**src/rtl/rst_seq_multi_pkg.sv**
```systemverilog
// Shared types and constants for the multi-domain reset sequencer.
package rst_seq_multi_pkg;

  typedef enum logic [1:0] {
    WaitLock = 2'd0,
    PorHold  = 2'd1,
    Release  = 2'd2,
    Run      = 2'd3
  } state_e;

  localparam int CauseWidth = 4;
  localparam int CausePor   = 0;
  localparam int CauseBtn   = 1;
  localparam int CauseSw    = 2;
  localparam int CauseWdog  = 3;

  // After reset the only known cause is power-on.
  localparam logic [CauseWidth-1:0] CauseResetVal = 4'b0001;

  function automatic int max_int(input int a, input int b);
    return (a > b) ? a : b;
  endfunction

endpackage

```
**src/rtl/rst_seq_multi_debounce.sv**
```systemverilog
// Button debouncer: the debounced level follows the raw input only after
// DebounceCycles consecutive cycles of disagreement. The rise pulse is
// asserted in the cycle whose clock edge sets the level high.
module rst_seq_debounce
  import rst_seq_multi_pkg::*;
#(
  parameter int DebounceCycles = 65536
) (
  input  logic clk_i,
  input  logic rst_i,
  input  logic raw,
  output logic level,
  output logic rise
);

  localparam int CntW = $clog2(DebounceCycles + 1);
  localparam logic [CntW-1:0] CntLast = CntW'(DebounceCycles - 1);
  localparam logic [CntW-1:0] CntMax  = CntW'(DebounceCycles);

  logic [CntW-1:0] cnt_reg;
  logic            level_reg;
  logic            differ;
  logic            expire;

  assign differ = (raw != level_reg);
  assign expire = differ && (cnt_reg == CntLast);

  // Count consecutive disagreement cycles; flip the level once they reach the limit.
  always_ff @(posedge clk_i) begin
    if (rst_i) begin
      cnt_reg   <= '0;
      level_reg <= 1'b0;
    end else if (!differ) begin
      cnt_reg <= '0;
    end else if (expire) begin
      cnt_reg   <= '0;
      level_reg <= raw;
    end else if (cnt_reg != CntMax) begin
      cnt_reg <= cnt_reg + 1'b1;
    end
  end

  assign level = level_reg;
  assign rise  = expire && raw;

endmodule

```
**src/rtl/rst_seq_multi.sv**
```systemverilog
// Multi-domain reset sequencer: holds all domain resets until PLL lock plus
// a power-on delay, then releases domains in index order with a fixed
// stagger. Button, software and (optionally) watchdog requests restart the
// hold; cause bits are sticky until cleared.
// Optional watchdog: define RST_SEQ_MULTI_WDOG_EN.
module rst_seq_multi
  import rst_seq_multi_pkg::*;
#(
  parameter int NumDomains     = 4,
  parameter int PorCycles      = 1024,
  parameter int StaggerCycles  = 16,
  parameter int DebounceCycles = 65536
`ifdef RST_SEQ_MULTI_WDOG_EN
  ,
  parameter int WdogCycles     = 2**20
`endif
) (
  input  logic                  clk_i,
  input  logic                  rst_i,
  input  logic                  pll_locked_i,
  input  logic                  rst_btn_i,
  input  logic                  sw_rst_req_i,
  input  logic                  cause_clr_i,
`ifdef RST_SEQ_MULTI_WDOG_EN
  input  logic                  wdog_kick_i,
`endif
  output logic [NumDomains-1:0] rst_no,
  output logic                  run_o,
  output logic [CauseWidth-1:0] rst_cause_o
);

  localparam int HoldW = $clog2(max_int(PorCycles, StaggerCycles) + 1);
  localparam int IdxW  = (NumDomains > 1) ? $clog2(NumDomains) : 1;
  // PorHold spans PorCycles+1 cycles from lock so rst_no[0] lands one cycle later.
  localparam logic [HoldW-1:0] HoldPorLast = HoldW'(PorCycles);
  localparam logic [HoldW-1:0] HoldStgLast = HoldW'(StaggerCycles - 1);
  localparam logic [IdxW-1:0]  IdxPenult   = IdxW'(NumDomains - 2);

  state_e                  state_reg, state_next;
  logic [HoldW-1:0]        hold_cnt_reg, hold_cnt_next;
  logic [IdxW-1:0]         idx_reg, idx_next;
  logic [NumDomains-1:0]   rst_no_reg, rst_no_next;
  logic                    run_reg, run_next;
  logic [CauseWidth-1:0]   cause_reg, cause_next;
  logic                    btn_level, btn_rise, btn_event;
  logic                    wdog_expire;
  logic                    req;

  rst_seq_debounce #(
    .DebounceCycles(DebounceCycles)
  ) u_debounce (
    .clk_i (clk_i),
    .rst_i (rst_i),
    .raw   (rst_btn_i),
    .level (btn_level),
    .rise  (btn_rise)
  );

  // The rise pulse only counts while the registered level is still low.
  assign btn_event = btn_rise && !btn_level;

`ifdef RST_SEQ_MULTI_WDOG_EN
  localparam int WdogW = $clog2(WdogCycles + 1);
  localparam logic [WdogW-1:0] WdogLast = WdogW'(WdogCycles - 1);
  localparam logic [WdogW-1:0] WdogMax  = WdogW'(WdogCycles);

  logic [WdogW-1:0] wdog_cnt_reg;

  assign wdog_expire = (state_reg == Run) && !wdog_kick_i && (wdog_cnt_reg == WdogLast);

  // Watchdog runs only in Run; a kick or an expiry starts it over.
  always_ff @(posedge clk_i) begin
    if (rst_i || (state_reg != Run) || wdog_kick_i || wdog_expire) begin
      wdog_cnt_reg <= '0;
    end else if (wdog_cnt_reg != WdogMax) begin
      wdog_cnt_reg <= wdog_cnt_reg + 1'b1;
    end
  end
`else
  assign wdog_expire = 1'b0;
`endif

  assign req = btn_event || sw_rst_req_i || wdog_expire;

  // State register with hold counter and release index.
  always_ff @(posedge clk_i) begin
    if (rst_i) begin
      state_reg    <= WaitLock;
      hold_cnt_reg <= '0;
      idx_reg      <= '0;
    end else begin
      state_reg    <= state_next;
      hold_cnt_reg <= hold_cnt_next;
      idx_reg      <= idx_next;
    end
  end

  // Next-state logic: lock loss beats requests, requests beat sequencing.
  always_comb begin
    state_next    = state_reg;
    hold_cnt_next = hold_cnt_reg;
    idx_next      = idx_reg;
    if (!pll_locked_i) begin
      state_next    = WaitLock;
      hold_cnt_next = '0;
      idx_next      = '0;
    end else if (state_reg == WaitLock) begin
      state_next    = PorHold;
      hold_cnt_next = '0;
      idx_next      = '0;
    end else if (req) begin
      state_next    = PorHold;
      hold_cnt_next = '0;
      idx_next      = '0;
    end else begin
      case (state_reg)
        PorHold: begin
          if (hold_cnt_reg == HoldPorLast) begin
            hold_cnt_next = '0;
            idx_next      = '0;
            state_next    = (NumDomains == 1) ? Run : Release;
          end else begin
            hold_cnt_next = hold_cnt_reg + 1'b1;
          end
        end
        Release: begin
          if (hold_cnt_reg == HoldStgLast) begin
            hold_cnt_next = '0;
            idx_next      = idx_reg + 1'b1;
            if (idx_reg == IdxPenult) begin
              state_next = Run;
            end
          end else begin
            hold_cnt_next = hold_cnt_reg + 1'b1;
          end
        end
        default: begin
        end
      endcase
    end
  end

  // Output decode from the next state so outputs register alongside the state.
  always_comb begin
    rst_no_next = '0;
    for (int k = 0; k < NumDomains; k++) begin
      rst_no_next[k] = (state_next == Run) ||
                       ((state_next == Release) && (int'(idx_next) >= k));
    end
    run_next = (state_next == Run);
  end

  // Sticky cause bits: a new event in the same cycle outranks the clear.
  always_comb begin
    cause_next = cause_clr_i ? '0 : cause_reg;
    cause_next[CausePor]  = cause_next[CausePor]  | !pll_locked_i;
    cause_next[CauseBtn]  = cause_next[CauseBtn]  | btn_event;
    cause_next[CauseSw]   = cause_next[CauseSw]   | sw_rst_req_i;
    cause_next[CauseWdog] = cause_next[CauseWdog] | wdog_expire;
  end

  // Output registers.
  always_ff @(posedge clk_i) begin
    if (rst_i) begin
      rst_no_reg <= '0;
      run_reg    <= 1'b0;
      cause_reg  <= CauseResetVal;
    end else begin
      rst_no_reg <= rst_no_next;
      run_reg    <= run_next;
      cause_reg  <= cause_next;
    end
  end

  assign rst_no      = rst_no_reg;
  assign run_o       = run_reg;
  assign rst_cause_o = cause_reg;

endmodule

```
**config.mk**
```make
export PLATFORM = sky130hd
export DESIGN_NAME = rst_seq_multi
export DESIGN_NICKNAME = d
export VERILOG_FILES = /design/src/rtl/rst_seq_multi_pkg.sv /design/src/rtl/rst_seq_multi_debounce.sv /design/src/rtl/rst_seq_multi.sv
export SDC_FILE = /design/constraint.sdc
export NUM_CORES = 1
export LEC_CHECK = 0
export CAP_MARGIN = 30
export CELL_PAD_IN_SITES_DETAIL_PLACEMENT = 2
export CELL_PAD_IN_SITES_GLOBAL_PLACEMENT = 2
export CORE_MARGIN = 2
export CORE_UTILIZATION = 35
export DETAILED_ROUTE_END_ITERATION = 8
export PLACE_DENSITY = 0.76
export SLEW_MARGIN = 20
export SYNTH_ARGS = -nofsm -noshare
export SYNTH_HDL_FRONTEND = slang
export SYNTH_SLANG_ARGS = --single-unit
```
**constraint.sdc**
```tcl
create_clock -name clk_i -period 2.6 [get_ports clk_i]
set_clock_uncertainty 0.1 [all_clocks]
set_input_delay 0.39 -clock clk_i [delete_from_list [all_inputs] [get_ports clk_i]]
set_output_delay 0.39 -clock clk_i [all_outputs]
set_load 0.05 [all_outputs]
```
---- After elaboration in Yosys (flattened, before gate mapping) ----
Cells that the tools add are included.
storage, ports and cells
  flip-flop bits (word level) ............. 41
  input bits .............................. 6
  output and inout port bits .............. 9
operators by class
  bitwise operators ....................... 5
  reduce and logical (&&, ||, !) cells .... 18
  $lt $le $gt $ge ......................... 3
  add/sub/neg operators ................... 3
  eq/ne operators ......................... 10
  mux-type cells .......................... 17
operators with widths
  cell                                                                                 count
  11-bit 2-to-1 mux                                                                    2
  2-bit 2-to-1 mux                                                                     11
  11-bit case mux with 2 select lines                                                  1
  17-bit by 1-bit adder with 17-bit output, second input constant                      1
  17-bit by 16-bit equality test with 1-bit output, second input constant              1
  17-bit inequality test, second input constant                                        1
  11-bit by 1-bit adder with 11-bit output, second input constant                      1
  11-bit equality test, second input constant                                          1
  11-bit by 4-bit equality test with 1-bit output, second input constant               1
  2-bit equality test, second input constant                                           4
  2-bit case mux with 2 select lines                                                   2
  1-bit logical AND                                                                    6
  1-bit logical OR                                                                     5
  2-bit greater-or-equal comparator, second input constant                             2
  4-bit OR reduction                                                                   1
  3-bit 2-to-1 mux                                                                     1
  1-bit bitwise OR                                                                     3
  3-bit OR reduction                                                                   1
  2-bit by 1-bit adder with 2-bit output, second input constant                        1
  2-bit by 1-bit equality test with 1-bit output, second input constant                1
  2-bit by 1-bit greater-or-equal comparator with 1-bit output, second input constant  1
  1-bit logical NOT                                                                    2
  2-bit logical NOT                                                                    1
  1-bit NOT                                                                            2
  other kinds (3)                                                                      3

---- Logic depth before layout (Yosys ltp) ----
  word-level depth ........................ 11
  depth in mapped cells ................... 10
  mapped depth without buffers ............ 10

---- Modules after synthesis ----
A second synthesis with hierarchy kept.
unflattened totals
  cells, all modules ...................... 237
  area total of the unflattened synthesis .. 2093.3 um2
by module, submodules not included
  module            area an instance (um2)  instances  cells an instance
  rst_seq_multi     1128.6                  1          127
  rst_seq_debounce  964.7                   1          110

---- Least setup slack after synthesis ----
No wires, ideal clock.
  path type ............................... register -> register
  start ................................... register u_debounce.cnt_reg[0]
  end ..................................... register rst_no_reg[3], in the netlist rst_no[3]
  library setup time ...................... 120 ps
  data arrival time ....................... 2153 ps
  buffers on the path ..................... 0
  cell stages (with the launch flop) ...... 11
  setup slack ............................. 227 ps
  path through ............................ dfxtp_1 -> ha_1 -> nand2_1 -> nor3_1 -> and3_1 -> ha_1 -> and3b_1 -> or4_1 -> o22ai_1 -> nor2_1 -> or2_1
between the ends
  longest elaborated chain between the ends .. 11
  elaborated cells on any way between the ends .. 16
  classes of those cells .................. order compare (1); eq/ne (3); mux (6); reduce/logical (6)
RTL lines
  item                                                                             line                          RTL
  from (decl)                                                                      rst_seq_multi_debounce.sv:20  logic [CntW-1:0] cnt_reg;
  from (signal assigned)                                                           rst_seq_multi_debounce.sv:39  cnt_reg <= cnt_reg + 1'b1;
  17-bit by 16-bit equality test with 1-bit output *                               rst_seq_multi_debounce.sv:26  assign expire = differ && (cnt_reg == CntLast);
  1-bit logical AND *                                                              rst_seq_multi_debounce.sv:26
  1-bit logical AND *                                                              rst_seq_multi_debounce.sv:44  assign rise = expire && raw;
  1-bit logical AND *                                                              rst_seq_multi.sv:60           assign btn_event = btn_rise && !btn_level;
  1-bit logical OR *                                                               rst_seq_multi.sv:83           assign req = btn_event || sw_rst_req_i || wdog_expire;
  2-bit 2-to-1 mux                                                                 rst_seq_multi.sv:111          end else if (req) begin
  2-bit 2-to-1 mux                                                                 rst_seq_multi.sv:107          end else if (state_reg == WaitLock) begin
  2-bit 2-to-1 mux                                                                 rst_seq_multi.sv:103          if (!pll_locked_i) begin
  2-bit greater-or-equal comparator / 2-bit equality test (equally long branches)  rst_seq_multi.sv:148          ((state_next == Release) && (int'(idx_next) >= k));
  1-bit logical AND                                                                rst_seq_multi.sv:148
  1-bit logical OR *                                                               rst_seq_multi.sv:147          rst_no_next[k] = (state_next == Run) ||
  to (signal assigned)                                                             rst_seq_multi.sv:169          rst_no_reg <= rst_no_next;
  to (decl)                                                                        rst_seq_multi.sv:42           logic [NumDomains-1:0] rst_no_reg, rst_no_next;
Every way passes the cells marked *; elsewhere a longest branch is shown, timed or not.
A chain may end at the register's enable or synchronous reset.

---- Worst setup path after layout ----
  start ................................... register u_debounce.cnt_reg[12]
  end ..................................... register rst_no_reg[3], in the netlist rst_no[3]
The elaborated chain is that of the path after synthesis.

==> run summary <==
Setup_tns = 0 ns
# setup viols final = 0
EDFF count, synth = 0
PD cells = 494 mW/mm2
Drt initial violations = 26
Max Cap Violations = 0
Mapped cell area = 0.00195 mm2
Antenna cells = 0
Final Wtd Congestion = 0.714
Vias in the first global route = 1,723
Most frequent cell after synthesis = dfxtp_1
Count of hold-fix buffers inserted at cts = 0
IO Pins = 15
Core area = 0.00544 mm2
Worst skew pair latency = 0.29 ns
Critical register-to-register path startpoint = u_debounce.cnt_reg[12]
Slew @ Worst Pin = 0.567 ns
Storage cell area = 826 um2
Post-synth ARST share = 0
Die W = 78.6 um
First-pass GRT wire length = 8.11 mm
Total Power = 1.16 mW
Hold worst-path end = rst_cause_o[0]
Row count = 27
Min Tclk post-route = 2.47 ns
Routed Wire Length = 4.76 mm
Total gr overflow = 0
Cells after synthesis = 220
Lkg Pwr = 0.846 nW
Reg2reg end = rst_no[3]
Worst EP required = 2.69 ns
Slew HR = 0.622
WHS Path Cells = 1
Die ar. = 0.00617 mm2
# nets final = 257
Pre-Repair DR Iteration Count = 4
Predominant post-synthesis flop cell = dfxtp_1
Status = finished clean
Worst setup EP type = flop
Reg clk slew, reported paths = 0.08 ns
CTS tree = done
Max IR drop VDD = 0.265 mV
Syn Area/Cell = 8.85 um2
Worst Hold Class = reg2reg
Max reg flops = 17
Pin count of the biggest net entering global routing = 18
Die height = 78.6 um
RSZ-0062 raised after global routing = false
Drt wl/cell = 15.1 um
WS Path Type = reg2reg
Mapped Nets = 236
Antenna violations before repair = 0
Number of vias per cell = 5.04
Final Cycle Share = 0.951
DP Wirelength = 3.49 mm
Final-layout fill cell count = 609
Netlist cell types = 40
Post-synthesis sequential area ratio = 0.422
CP startpoint kind = flop
Root Buffer = clkbuf_8
Layout cells sized above 1 = 0.149
Hold_sp = rst_cause_o[0]
Vias after detailed routing = 1,581
Layout area overhead = 20.1%
Starting Density = 0.358
Flop-to-flop setup slack = 0.13 ns
Maximum buffer depth of the clock tree = 2
Final antenna-violating net count = 0
Fmax = 404 MHz
Synth warnings = 0
Total track usage = 0.168
Yosys reg bits = 41
Commonest cells in the synthesized netlist = dfxtp_1, nor2_1, xor2_1, nand2_1, inv_1
Data arrival, critical path = 2.56 ns
Worst Reg-to-Reg Cells = 9
Post-CTS setup buffers = 0
Share of the synthesized area in the top cell type = 0.422
Critical Path Fanout Max = 5
Drt drc = 0
Top cells by area, synth = dfxtp_1, xor2_1, nor2_1, ha_1, xnor2_1
Clock H-tree levels = 2
Dominant cell type by area after synthesis = dfxtp_1
CTS Sinks = 41
Hold Vio Cnt, Final = 0
Number of port buffers = 13
Num CTS Buffers = 5
Slew Limit Fails = 0
Multi-input logic area = 0.00108 mm2
[placed cells by master, fill, tap and decap left out, drive strengths merged, types with 3 or more instances in the layout]
| cell | instances |
|---|---|
| dfxtp | 41 |
| inv | 13 |
| xor2 | 16 |
| nor3 | 4 |
| a21oi | 10 |
| ha | 10 |
| clkdlybuf4s50 | 13 |
| nand2 | 15 |
| and3 | 9 |
| xnor2 | 7 |
| nor2 | 35 |
| or4 | 4 |
| clkbuf | 7 |
| nor4 | 6 |
| nand3 | 9 |
| nand4 | 5 |
| or2 | 3 |
| buf | 8 |
[layer usage]
metal / global-route usage / vias up / part of all wire
met5: 0 / - / 0
met3: 0.0414 / 7 / 0.018
li1: - / 787 / -
met4: 0.0684 / 0 / 0.016
met2: 0.304 / 7 / 0.53
met1: 0.187 / 780 / 0.44
[cell families (layout without fill, tap and decap cells)]
| kind of cell | count (synthesis) | count (layout) | synth area share |
|---|---|---|---|
| buffers and inverters | 20 | 42 | 0.0418 |
| other | 1 | 1 | 0.00193 |
| AND/OR/NAND/NOR | 103 | 103 | 0.280 |
| XOR/XNOR | 23 | 23 | 0.103 |
| adder cells (fa/ha/maj) | 10 | 10 | 0.0643 |
| AO/OA/AOI/OAI | 20 | 20 | 0.0765 |
| multiplexers | 2 | 2 | 0.0103 |
| flip-flops | 41 | 41 | 0.422 |
[critical path: stages, from the launching register on]
cell and delay (ns):
dfxtp_2 0.33, and3_1 0.20, and3_1 0.19, and3_1 0.19
ha_4 0.17, and3b_2 0.23, or4_4 0.44, o22ai_4 0.21
nor2_1 0.07, or2_1 0.23
[metrics by stage]
stage	utilization	hold slack, ns	instances	cell area (um2)	setup WS [ns]
2_1_floorplan	-	0.348	220	1950	0.227
3_3_place_gp	0.403	0.344	306	2190	0.123
3_5_place_dp	0.403	0.347	306	2190	0.0365
4_1_cts	0.423	0.369	314	2300	0.0483
5_1_grt	0.430	0.425	314	2340	0.0115
6_report	0.430	0.378	314	2340	0.127
[power by group]
part	switching, mW	internal [mW]	leakage [nW]
clock	0.219	0.240	0.0542
sequential	0.00359	0.632	0.333
combinational	0.0373	0.0250	0.459
[layout make-up]
type / count / share of cell area
Multi-Input combinational cell: 159 / 0.463
Sequential cell: 41 / 0.353
Timing Repair Buffer: 21 / 0.0813
Clock buffer: 7 / 0.0412
Tap cell: 72 / 0.0385
Inverter: 13 / 0.0209
Clock inverter: 1 / 0.00214
[timing repair]
| action | in CTS | in global routing |
|---|---|---|
| cloned | 0 | 0 |
| hold endpoints to repair | 0 | 0 |
| setup endpoints to repair | 1 | 3 |
| gates resized for setup | 1 | 11 |
| pin swaps | 0 | 2 |
[worst max-delay path by stage]
stage,start,endpoint,slack [ns],cells past startpoint
floorplan,u_debounce.cnt_reg[0],rst_no[3],0.23,10
global placement,u_debounce.cnt_reg[0],rst_no[3],0.12,10
detailed placement,u_debounce.cnt_reg[0],rst_no[3],0.04,10
CTS,u_debounce.cnt_reg[0],rst_no[3],0.05,10
global route,u_debounce.cnt_reg[12],rst_no[3],0.01,9
finish,u_debounce.cnt_reg[12],rst_no[3],0.13,9
(Power assumes the default switching activity.)
